$ cat config.mk
export PLATFORM = sky130hd
export DESIGN_NAME = reg_dump_ctrl
export DESIGN_NICKNAME = d
export VERILOG_FILES = /design/src/rtl/reg_dump_ctrl.sv
export SDC_FILE = /design/constraint.sdc
export NUM_CORES = 1
export LEC_CHECK = 0
export BUFFER_PORTS_ARGS = -buffer_cell sky130_fd_sc_hd__buf_2
export CAP_MARGIN = 0
export CORE_MARGIN = 3
export CORE_UTILIZATION = 51
export CTS_CLUSTER_SIZE = 10
export DETAILED_ROUTE_END_ITERATION = 8
export GPL_TIMING_DRIVEN = 0
export PLACE_DENSITY = 0.8
export SLEW_MARGIN = 40
export SYNTH_ARGS = -nofsm -noshare
export SYNTH_HDL_FRONTEND = slang
export SYNTH_SLANG_ARGS = --single-unit
$ cat constraint.sdc
create_clock -name clk -period 4.02 [get_ports clk]
set_input_delay 0.603 -clock clk [delete_from_list [all_inputs] [get_ports clk]]
set_output_delay 0.603 -clock clk [all_outputs]
set_load 0.02 [all_outputs]
$ cat src/rtl/reg_dump_ctrl.sv
// reg_dump_ctrl: walks a register-file index range and streams each
// value out over a valid/ready port, one word per two cycles at best.
module reg_dump_ctrl #(
  parameter int DATA_W = 32,
  parameter int ADDR_W = 5
) (
  input  logic              clk,
  input  logic              rst_n,
  input  logic              start,
  input  logic [ADDR_W-1:0] first_addr,
  input  logic [ADDR_W-1:0] last_addr,
  output logic [ADDR_W-1:0] rd_addr,
  input  logic [DATA_W-1:0] rd_data,
  output logic [DATA_W-1:0] dout,
  output logic [ADDR_W-1:0] dout_addr,
  output logic              dout_valid,
  input  logic              dout_ready,
  output logic              busy,
  output logic              done
);

  typedef enum logic [1:0] {
    S_IDLE,
    S_READ,
    S_HOLD,
    S_DONE
  } state_t;

  state_t            r_state;
  state_t            w_next;
  logic [ADDR_W-1:0] r_cur;
  logic [ADDR_W-1:0] r_last;
  logic [DATA_W-1:0] r_dout;
  logic [ADDR_W-1:0] r_dout_addr;
  logic              r_dout_valid;
  logic              w_accept;
  logic              w_at_last;
  logic [ADDR_W-1:0] w_rd_addr;

  assign w_accept  = r_dout_valid & dout_ready;
  assign w_at_last = (r_cur == r_last);

  always_ff @(posedge clk or negedge rst_n) begin
    if (!rst_n) r_state <= S_IDLE;
    else        r_state <= w_next;
  end

  always_comb begin
    w_next = r_state;
    unique case (r_state)
      S_IDLE: if (start) w_next = S_READ;
      S_READ: w_next = S_HOLD;
      S_HOLD: begin
        if (w_accept) w_next = w_at_last ? S_DONE : S_READ;
      end
      S_DONE: w_next = S_IDLE;
      default: w_next = S_IDLE;
    endcase
  end

  // Range bounds are frozen at start so input changes mid-dump are harmless
  always_ff @(posedge clk or negedge rst_n) begin
    if (!rst_n) begin
      r_cur        <= '0;
      r_last       <= '0;
      r_dout       <= '0;
      r_dout_addr  <= '0;
      r_dout_valid <= 1'b0;
    end else begin
      unique case (r_state)
        S_IDLE: begin
          if (start) begin
            r_cur  <= first_addr;
            r_last <= last_addr;
          end
        end
        S_READ: begin
          r_dout       <= rd_data;
          r_dout_addr  <= r_cur;
          r_dout_valid <= 1'b1;
        end
        S_HOLD: begin
          if (w_accept) begin
            r_dout_valid <= 1'b0;
            if (!w_at_last) r_cur <= r_cur + ADDR_W'(1);
          end
        end
        default: ;
      endcase
    end
  end

  always_comb begin
    w_rd_addr = '0;
    if (r_state == S_READ || r_state == S_HOLD) w_rd_addr = r_cur;
  end

  assign rd_addr    = w_rd_addr;
  assign dout       = r_dout;
  assign dout_addr  = r_dout_addr;
  assign dout_valid = r_dout_valid;
  assign busy       = (r_state != S_IDLE);
  assign done       = (r_state == S_DONE);

endmodule

* Yosys cells after proc, flatten, opt, wreduce, memory -nomap -nowiden
Cells that the tools add are included.
** Cells by class
- $add $sub $neg :: 1
- Equal/unequal tests :: 7
- Muxes and demuxes :: 11
- Bitwise gates (word level) :: 1
- Reductions and logical operators :: 9
** Operator list (count)
- 2-to-1 mux 5 bit :: 4
- one-hot mux 5 bit (2 select lines) :: 1
- one-hot mux 2 bit (4 select lines) :: 1
- 2-to-1 mux 2 bit :: 3
- inequality test 2 bit (second input constant) :: 3
- AND reduction 2 bit :: 3
- nonzero test 2 bit :: 3
- adder 5 x 1 -> 5 bit (second input constant) :: 1
- equality test 5 bit :: 1
- equality test 2 bit (second input constant) :: 2
- AND reduction 4 bit :: 1
- equality test 2 x 1 -> 1 bit (second input constant) :: 1
- zero test 2 bit :: 1
- one-hot mux 1 bit (2 select lines) :: 1
- bitwise AND 1 bit :: 1
- logical OR 1 bit :: 1
- 2-to-1 mux 1 bit :: 1
** Word-level totals
- Register bits after elaboration :: 50
- Output and inout bits :: 45

* Depth between registers and ports, before layout
Gate-level depths: netlist of run 1.
- Depth after elaboration :: 4
- Mapped depth :: 7
- Depth with buffers taken out :: 7

* Worst setup path after synthesis of run 1
OpenSTA, ideal clock, no wires.
- Kind :: reg-to-reg
- From :: register r_state[0]
- To :: register r_cur[2]
- Data arrival time :: 1.828 ns
- Required time :: 3.894 ns
- Setup slack :: 2.066 ns
- Cell stages (with the launch flop) :: 8
- Path buffers :: 0
- Path through :: dfrtp_1 inv_1 ha_1 inv_1 a2bb2oi_4 o21ai_4 or2_4 a221o_1
** Between the ends
- Cells in the longest elaborated chain, start to end :: 3
- Elaborated cells on any way between the ends :: 8
** Ends and longest elaborated chain
- start: declaration :: RTL line 29 : state_t r_state;
- start signal: assignment :: RTL line 45 : else r_state <= w_next;
- equality test 2 bit or zero test 2 bit (tied branches) :: RTL line 70 : unique case (r_state)
- inequality test 2 bit (no source line) or nonzero test 2 bit (tied branches)
- AND reduction 4 bit (no source line)
- end signal: assignment :: RTL line 73 : r_cur <= first_addr;
- end signal: assignment :: RTL line 85 : if (!w_at_last) r_cur <= r_cur + ADDR_W'(1);
- end: declaration :: RTL line 31 : logic [ADDR_W-1:0] r_cur;
Several ways; a longest one is shown, not always the timed one.
A chain may end at the register's enable or synchronous reset.

* Worst setup path in the final report of run 1
- From :: register r_state[0]
- To :: output rd_addr[0]
** Between the ends
- Cells in the longest elaborated chain, start to end :: 3
- Elaborated cells on any way between the ends :: 4
** Ends and longest elaborated chain
- equality test 2 x 1 -> 1 bit or equality test 2 bit (tied branches) :: RTL line 95 : if (r_state == S_READ || r_state == S_HOLD) w_rd_addr = r_cur;
- logical OR 1 bit (*) :: RTL line 95
- 2-to-1 mux 5 bit (*) :: RTL line 95
- end: declaration :: RTL line 12 : output logic [ADDR_W-1:0] rd_addr,
Every way passes the cells marked *; elsewhere a longest branch is shown, timed or not.

==> results of run 1 <==
## cells in the final DEF (no fill, tap or decap), drive strengths merged
master,instances
buf,94
dfrtp,50
mux2,42
nand2,7
clkbuf,7
inv,6
xnor2,5
ha,5
and2,5
o21ai,5
nor2,4
nand3,4
a21oi,3
nor3b,2
nand2b,2
clkinv,2
nand4,2
a2bb2oi,1
or2,1
o2bb2ai,1
o31ai,1
nor3,1
a221oi,1
a221o,1
nor4b,1
nand4b,1
a211o,1
o22ai,1
bufinv,1
## cells in the mapped netlist, types with 2 or more instances
| library cell | count | area [um2] |
|---|---|---|
| a21oi_1 | 3 | 15.0 |
| and2_1 | 4 | 25.0 |
| buf_1 | 2 | 7.51 |
| buf_2 | 2 | 10.0 |
| clkbuf_1 | 2 | 7.51 |
| dfrtp_1 | 50 | 1250 |
| ha_1 | 5 | 62.6 |
| inv_1 | 6 | 22.5 |
| mux2_2 | 42 | 473 |
| nand2_1 | 7 | 26.3 |
| nand2b_1 | 2 | 12.5 |
| nand3_1 | 4 | 20.0 |
| nor2_1 | 4 | 15.0 |
| nor3b_1 | 2 | 15.0 |
| o21ai_0 | 4 | 20.0 |
| xnor2_1 | 5 | 43.8 |
## sequential cells by signal, indices dropped and copies added (netlist names)
register / cells
dout: 32
dout_addr: 5
dout_valid: 1
r_cur: 5
r_last: 5
r_state: 2
## power groups by stage
stage	Sequential (W)	Clock, W	Combinational, W
final	0.000918	0.000346	0.00134
after global routing	0.000961	0.000376	0.00145
after CTS	0.000922	0.000355	0.00136
after detailed placement	0.000930	0	0.00136
after global placement	0.000917	0	0.00133
after floorplan	0.00115	0	0.000723
## kinds of logic after synthesis
family	count (synthesis)	share of synthesized area
flops	50	0.574
fa+ha+maj	5	0.0287
buf+inv	12	0.0218
xor+xnor	5	0.0201
compound gates	15	0.0592
simple gates	30	0.0787
mux	42	0.217
## routing by layer
layer  global-route usage  up-vias  wire length, um
li1                     -      748                -
met2                0.311       56             2210
met5                    0        -                0
met3               0.0687        4              369
met4               0.0501        0               27
met1                0.234      756             1840
## per-stage QoR
step | util | power, W | cell area, um2
2_1_floorplan | - | 0.00188 | 2180
3_3_place_gp | 0.663 | 0.00224 | 2690
3_5_place_dp | 0.664 | 0.00229 | 2690
4_1_cts | 0.691 | 0.00264 | 2800
5_1_grt | 0.691 | 0.00279 | 2800
6_report | 0.691 | 0.00260 | 2800
## worst min path at each step
| stage | cells past startpoint | start | slack (ns) | end |
|---|---|---|---|---|
| global route | 1 | rst_n | 0.34 | dout_valid |
| floorplan | 0 | rst_n | 0.31 | dout[0] |
| detailed placement | 1 | dout[22] | 0.49 | dout[22] |
| global placement | 1 | dout_addr[4] | 0.49 | dout_addr[4] |
| CTS | 1 | rst_n | 0.34 | dout[2] |
| finish | 1 | rst_n | 0.31 | r_cur[0] |
## layout make-up
class	instances	area [um2]	share of cell area
inverters	6	22.5	0.00804
clock buffers	5	68.8	0.0246
well taps	50	62.6	0.0223
multi-input cells	97	880	0.314
repair buffers	90	453	0.162
flip-flops and latches	50	1250	0.446
clock inverters	3	40.0	0.0143
plain buffers	6	25.0	0.00893
==> reports/metrics.yaml, run 1 <==
drt:
  final_antenna_net_count: 0
  drt_iter0_markers: 57
  firstDrtPassIters: 4
  drc: 0
  viasPerCell: 5.09
  routed_wl_um: 4440
  detailroute.via_count: 1564
  wl_per_cell_um: 14.5
floorplanning:
  die_x_um: 71.4
  initial_core_util: 0.537
  core_mm2: 0.00406
  ios: 91
  die_h_um: 71.4
  num_rows: 23
  die_area_mm2: 0.00509
place:
  dpl.hpwl_um: 3340
  place_ws_ns: 2.03
  gp_congestion: 0.755
  dp_cells: 299
  port_buffers: 90
worst_setup_path:
  critPathLaunchType: "register"
  crit_path_end_kind: "primary output"
  rr_worst_depth: 7
  cpPeakStageDelay_ns: 0.42
  crit_arrival_ns: 1.48
  path_buf_inv: 2
  critical_path_class: "register to primary output"
  cp.required_ns: 3.42
  regToRegSetupSlack_ns: 2.05
  slowest_stage: "dfrtp_1"
  crit_family: "flip-flops"
  crit_cells: 4
  r2r_end: "r_cur[2]"
  crit_start: "r_state[0]"
  r2r-start: "r_state[0]"
  critPathCapture: "rd_addr[0]"
  cp_cell_sequence: "inv_1, ha_1, and2_2, buf_2"
  cp_max_fo: 5
clock_network:
  clk_latency_ns: 0.30
  htree_levels: 2
  cts_buffer_depth: 2
  cts_resized: 0
  hold_buffers: 0
  postCtsSetupBuffers: 0
  cts.sinks: 50
  numCtsBuffers: 5
  clk_pin_slew_worst_paths_ns: 0.09
  cts_root_buf: "clkbuf_8"
  cts_tree: "done"
grt:
  track_usage: 0.188
  grt_max_degree: 51
  grt_pass1_vias: 1636
  grt_pass1_wl_um: 7530
  overflow: 0
  antenna_found_initial: 0
sta:
  tightestPinTransition_ns: 0.628
  rsz0062_at_grt: "false"
  setup_tns_ns: 0
  maxSlewHeadroom: 0.581
  max_freq_mhz: 480
  slew_violations: 0
  setup_viol: 0
  period_needed_ns: 2.08
  finClkSkew_ns: 0.00592
  fin_ws_ns: 1.94
  hold_violations: 0
  finalCritPeriodShare: 0.518
  hold_slack_ns: 0.314
yosys:
  synth_ff_type: "dfrtp_1"
  async_reset_ff_frac: 1.00
  synth_area_mm2: 0.00218
  synth_edf_count: 0
  syn_nets: 210
  syn-instance-count: 159
  synth-seq-cells: 50
  yosys.cell_types.count: 31
  ys_warn_count: 0
  avgSynthCellArea_um2: 13.7
  ys_seq_area_frac: 0.574
power:
  power.switching_w: 0.00105
  static-leakage-power_nw: 1.37
  power_frac_comb: 0.515
  clockPowerShare: 0.133
  swShare: 0.404
  seq_power_share: 0.352
  internal-power_w: 0.00155
  power.density_mw_per_mm2: 929
  peakVddDrop_uv: 530
final_layout:
  final-instance-count-excl-fill: 307
  nets: 307
  nFillCells: 315
  drive_gt1_frac: 0.576
  diodes: 0
  area_growth_pct: 28.7
status:
  status: "complete, no violations"
min_path:
  min_path_type: "input pin to async pin"
flow_run:
  cap_violations: 0
Power figures use the tool's default switching activity.
==> run 2, diff against run 1 <==
--- a/config.mk
+++ b/config.mk
@@ -8,11 +8,11 @@
 export BUFFER_PORTS_ARGS = -buffer_cell sky130_fd_sc_hd__buf_2
 export CAP_MARGIN = 0
 export CORE_MARGIN = 3
-export CORE_UTILIZATION = 51
+export CORE_UTILIZATION = 47
 export CTS_CLUSTER_SIZE = 10
 export DETAILED_ROUTE_END_ITERATION = 8
 export GPL_TIMING_DRIVEN = 0
-export PLACE_DENSITY = 0.8
+export PLACE_DENSITY = 0.75
 export SLEW_MARGIN = 40
 export SYNTH_ARGS = -nofsm -noshare
 export SYNTH_HDL_FRONTEND = slang
==> constraint.sdc (replaced) <==
create_clock -name clk -period 2.02 [get_ports clk]
set_input_delay 0.303 -clock clk [delete_from_list [all_inputs] [get_ports clk]]
set_output_delay 0.303 -clock clk [all_outputs]
set_load 0.02 [all_outputs]
==> run 2 against run 1 <==
Net effect: cell area decreased by 0.58%; non-clock buffer count increased by 1; via count decreased by 0.19%; cell count increased by 0.65%; total power increased by 94%; global-route usage decreased by 0.82 points; first-iteration DRC count increased by 3.5%; critical endpoint is now r_cur[2].
==> reports/metrics.yaml, run 2 (synthesis results as in run 1) <==
final_layout:
  area_growth_pct: 27.9
  nFillCells: 370
  diodes: 0
  layout_commonest_cell: "buf_2"
  layout_common_cells: "buf_2, dfrtp_1, mux2_2"
  drive_gt1_frac: 0.588
  nets: 308
  final_area_mm2: 0.00279
  final_util: 0.631
  largest_register_ffs: 32
floorplanning:
  die_area_mm2: 0.00549
  core_mm2: 0.00441
  die_h_um: 74.1
  initial_core_util: 0.493
  die_x_um: 74.1
  num_rows: 24
  ios: 91
power:
  finalPower_w: 0.00506
  power.density_mw_per_mm2: 1820
  peakVddDrop_uv: 893
  static-leakage-power_nw: 1.35
sta:
  maxSlewHeadroom: 0.580
  tightestPinTransition_ns: 0.630
  slew_violations: 0
  rsz0062_at_grt: "false"
  finalCritPeriodShare: 0.941
  setup_tns_ns: 0
  hold_violations: 0
  period_needed_ns: 1.90
  fin_ws_ns: 0.119
  finClkSkew_ns: 0.00498
  setup_viol: 0
  max_freq_mhz: 526
drt:
  drt_iter0_markers: 59
  drc: 0
  detailroute.via_count: 1561
  routed_wl_um: 4490
  final_antenna_net_count: 0
  wl_per_cell_um: 14.5
  firstDrtPassIters: 4
  viasPerCell: 5.05
worst_setup_path:
  critical_path_class: "register to register"
  slowest_stage: "dfrtp_1"
  crit_path_end_kind: "register"
  cp_max_fo: 9
  cp_cell_sequence: "buf_4, ha_1, a2bb2oi_4, o21ai_4, or2_4, a221o_1"
  cp.required_ns: 2.21
  cpPeakStageDelay_ns: 0.43
  critPathLaunchType: "register"
  crit_arrival_ns: 2.09
clock_network:
  numCtsBuffers: 5
  cts.sinks: 50
  htree_levels: 2
  clk_pin_slew_worst_paths_ns: 0.09
  cts_tree: "done"
  clk_latency_ns: 0.29
  cts_root_buf: "clkbuf_8"
  cts_buffer_depth: 2
place:
  dpl-instance-area_mm2: 0.00270
  port_buffers: 90
  dpl.hpwl_um: 3400
  place_ws_ns: 0.0193
  gp_congestion: 0.768
grt:
  grt_pass1_wl_um: 7480
  antenna_found_initial: 0
  grt_max_degree: 51
  track_usage: 0.180
  overflow: 0
  grt_pass1_vias: 1629
min_path:
  min_path_type: "input pin to async pin"
flow_run:
  cap_violations: 0
status:
  status: "complete, no violations"
## run 2: final timing paths
| kind | start | to | slack [ns] | depth (start not counted) |
|---|---|---|---|---|
| worst max-delay path | r_state[1] | r_cur[2] | 0.12 | 6 |
| worst min-delay path | rst_n | dout_valid | 0.01 | 1 |
| worst max register to register | r_state[1] | r_cur[2] | 0.12 | 6 |
| worst min register to register | dout[30] | dout[30] | 0.50 | 1 |
| max in group asynchronous | rst_n | r_state[0] | 1.55 | 1 |
| min in group clk | dout_ready | dout_valid | 0.21 | 2 |
## run 2: area by class of cell
cell class	count	area (um2)	share of cell area
sequential	50	1250	0.449
multi-input combinational	97	882	0.317
timing repair buffer	91	460	0.165
clock buffer	7	76.3	0.0274
tap	52	65.1	0.0233
buffer	6	27.5	0.00988
inverter	6	22.5	0.00808
## run 2: per-layer routing
| layer | global-route usage | part of all wire | up-vias |
|---|---|---|---|
| li1 | - | - | 752 |
| met1 | 0.231 | 0.43 | 747 |
| met2 | 0.291 | 0.49 | 56 |
| met3 | 0.0554 | 0.072 | 6 |
| met4 | 0.0604 | 0.014 | 0 |
| met5 | 0 | 0 | - |
## run 2: through the flow
| step | hold slack (ns) | cells |
|---|---|---|
| 2_1_floorplan | 0.00741 | 159 |
| 3_3_place_gp | 0.486 | 301 |
| 3_5_place_dp | 0.371 | 301 |
| 4_1_cts | 0.0415 | 308 |
| 5_1_grt | 0.0491 | 309 |
| 6_report | 0.0144 | 309 |
## run 2: power by group
| group | internal (W) | switching (W) | total (W) |
|---|---|---|---|
| sequential | 0.00152 | 0.000313 | 0.00183 |
| clock | 0.000239 | 0.000302 | 0.000541 |
| combinational | 0.00123 | 0.00146 | 0.00269 |
| total | 0.00299 | 0.00207 | 0.00506 |
## run 2: critical path, delay by kind of cell, from the launching register on
family                   cells  cell delay, ns
AO/OA/AOI/OAI                3            0.69
flip-flops                   1            0.43
adder cells (fa/ha/maj)      1            0.25
buffers and inverters        1            0.15
AND/OR/NAND/NOR              1            0.28
## run 2: what timing repair did
item,4_1_cts,5_1_grt
setup buffers,0,1
hold endpoints to repair,0,0
gates resized for setup,0,5
endpoints found under the setup margin,0,21
hold buffers,0,0
==> run 3, diff against run 2 <==
--- a/config.mk
+++ b/config.mk
@@ -8,11 +8,12 @@
 export BUFFER_PORTS_ARGS = -buffer_cell sky130_fd_sc_hd__buf_2
 export CAP_MARGIN = 0
 export CORE_MARGIN = 3
-export CORE_UTILIZATION = 47
+export CORE_UTILIZATION = 49
+export CTS_BUF_LIST = sky130_fd_sc_hd__clkbuf_8
 export CTS_CLUSTER_SIZE = 10
 export DETAILED_ROUTE_END_ITERATION = 8
 export GPL_TIMING_DRIVEN = 0
-export PLACE_DENSITY = 0.75
+export PLACE_DENSITY = 0.77
 export SLEW_MARGIN = 40
 export SYNTH_ARGS = -nofsm -noshare
 export SYNTH_HDL_FRONTEND = slang
==> run 3 against run 2 <==
Net effect: first-iteration DRC count rose by 10%; hold slack got worse by 0.00089 ns; clock-buffer cell count is 1 lower; sequential power barely moved; clock skew increased by 0.0030 ns; clock power up 8.7%; critical path type unchanged; non-clock buffer count up 2; highest routed layer unchanged; register-to-register slack better by 0.02 ns.
==> reports/metrics.yaml, run 3 (synthesis results as in run 1) <==
worst_setup_path:
  crit_arrival_ns: 2.06
  critical_path_class: "register to register"
  cpPeakStageDelay_ns: 0.41
  cp.required_ns: 2.21
  cp_cell_sequence: "inv_1, ha_2, inv_2, a2bb2oi_4, o21ai_4, or2_4, a221o_1"
  cp_max_fo: 9
  slowest_stage: "dfrtp_1"
  crit_path_end_kind: "register"
  critPathLaunchType: "register"
  rr_worst_depth: 7
final_layout:
  nets: 310
  largest_register_ffs: 32
  nFillCells: 334
  diodes: 0
  multiInputGateArea_um2: 882
  area_growth_pct: 29.3
  seq_area_mm2: 0.00125
  drive_gt1_frac: 0.596
  layout_commonest_cell: "buf_2"
  final-instance-count-excl-fill: 310
  layout_common_cells: "buf_2, dfrtp_1, mux2_2"
clock_network:
  htree_levels: 2
  numCtsBuffers: 5
  cts.sinks: 50
  cts_tree: "done"
  clk_latency_ns: 0.30
  cts_buffer_depth: 2
  hold_buffers: 0
  clk_pin_slew_worst_paths_ns: 0.09
  cts_root_buf: "clkbuf_8"
grt:
  track_usage: 0.183
  grt_pass1_vias: 1631
  overflow: 0
  grt_max_degree: 51
  grt_pass1_wl_um: 7460
  antenna_found_initial: 0
sta:
  hold_violations: 0
  period_needed_ns: 1.88
  slew_violations: 0
  maxSlewHeadroom: 0.596
  fin_ws_ns: 0.142
  setup_tns_ns: 0
  rsz0062_at_grt: "false"
  finClkSkew_ns: 0.00797
  setup_viol: 0
  hold_slack_ns: 0.0135
  max_freq_mhz: 532
  finalCritPeriodShare: 0.930
  tightestPinTransition_ns: 0.606
floorplanning:
  die_h_um: 72.7
  die_x_um: 72.7
  die_area_mm2: 0.00528
  core_mm2: 0.00414
  num_rows: 23
  initial_core_util: 0.526
  ios: 91
place:
  place_ws_ns: 0.0199
  gp_congestion: 0.752
  dp_cells: 299
  port_buffers: 90
  dpl.hpwl_um: 3360
status:
  status: "complete, no violations"
power:
  power.density_mw_per_mm2: 1830
  static-leakage-power_nw: 1.37
  peakVddDrop_uv: 968
drt:
  detailroute.via_count: 1580
  drt_iter0_markers: 65
  drc: 0
  wl_per_cell_um: 14.5
  viasPerCell: 5.10
  firstDrtPassIters: 4
  final_antenna_net_count: 0
  routed_wl_um: 4480
flow_run:
  cap_violations: 0
min_path:
  min_path_type: "input pin to async pin"
[run 3: changes by cell type in the layout (fill, tap and decap cells not counted)]
cell and delta:
clkbuf_1 -2, clkbuf_8 +1, dfrtp_2 -1, clkinvlp_4 +1
dfrtp_1 +1, buf_4 +2, clkinv_2 +1
[run 3: worst paths after layout]
check | startpoint | endpoint | slack [ns]
min in group clk | dout_ready | dout_valid | 0.21
worst min-delay path | rst_n | r_cur[3] | 0.01
worst max register to register | r_state[0] | r_cur[2] | 0.14
max in group asynchronous | rst_n | r_last[2] | 1.60
worst min register to register | dout[9] | dout[9] | 0.51
worst max-delay path | r_state[0] | r_cur[2] | 0.14
[run 3: worst max-delay path: cells and delay by family, from the launching register on]
family / cells / cell delay [ns]
AOI/OAI and AO/OA: 3 / 0.67
adders and majority gates: 1 / 0.23
buffers and inverters: 2 / 0.18
DFF: 1 / 0.41
and+or+nand+nor: 1 / 0.28
[run 3: routing by layer]
layer	share of wire	wire [um]	vias up	track usage
li1	-	-	752	-
met3	0.077	344	6	0.0592
met4	0.011	51	0	0.0512
met5	0	0	-	0
met1	0.41	1850	763	0.222
met2	0.50	2230	59	0.314
[run 3: layout make-up]
| type | count | area share |
|---|---|---|
| Inverter | 6 | 0.00800 |
| Sequential cell | 50 | 0.444 |
| Timing Repair Buffer | 93 | 0.169 |
| Tap cell | 50 | 0.0222 |
| Clock inverter | 2 | 0.00444 |
| Clock buffer | 6 | 0.0293 |
| Multi-Input combinational cell | 97 | 0.313 |
| Buffer | 6 | 0.00977 |
[run 3: through the flow]
| stage | instance area, um2 | total power, W | utilization |
|---|---|---|---|
| final | 2820 | 0.00514 | 0.680 |
| after CTS | 2790 | 0.00515 | 0.673 |
| after global placement | 2690 | 0.00448 | 0.649 |
| after global routing | 2820 | 0.00553 | 0.680 |
| after detailed placement | 2690 | 0.00455 | 0.650 |
| after floorplan | 2180 | 0.00373 | - |
[run 3: where the power goes]
group          internal (W)  switching (W)  total [W]  leakage [nW]
clock              0.000275       0.000312   0.000588        0.0472
sequential          0.00151       0.000322    0.00184         0.588
combinational       0.00125        0.00146    0.00272         0.739
total               0.00304        0.00210    0.00514          1.37
[run 3: repair_timing]
action / 4_1_cts / 5_1_grt
gates resized for setup: 0 / 4
setup endpoints to repair: 0 / 19
setup buffers: 0 / 3
hold endpoints to repair: 0 / 0
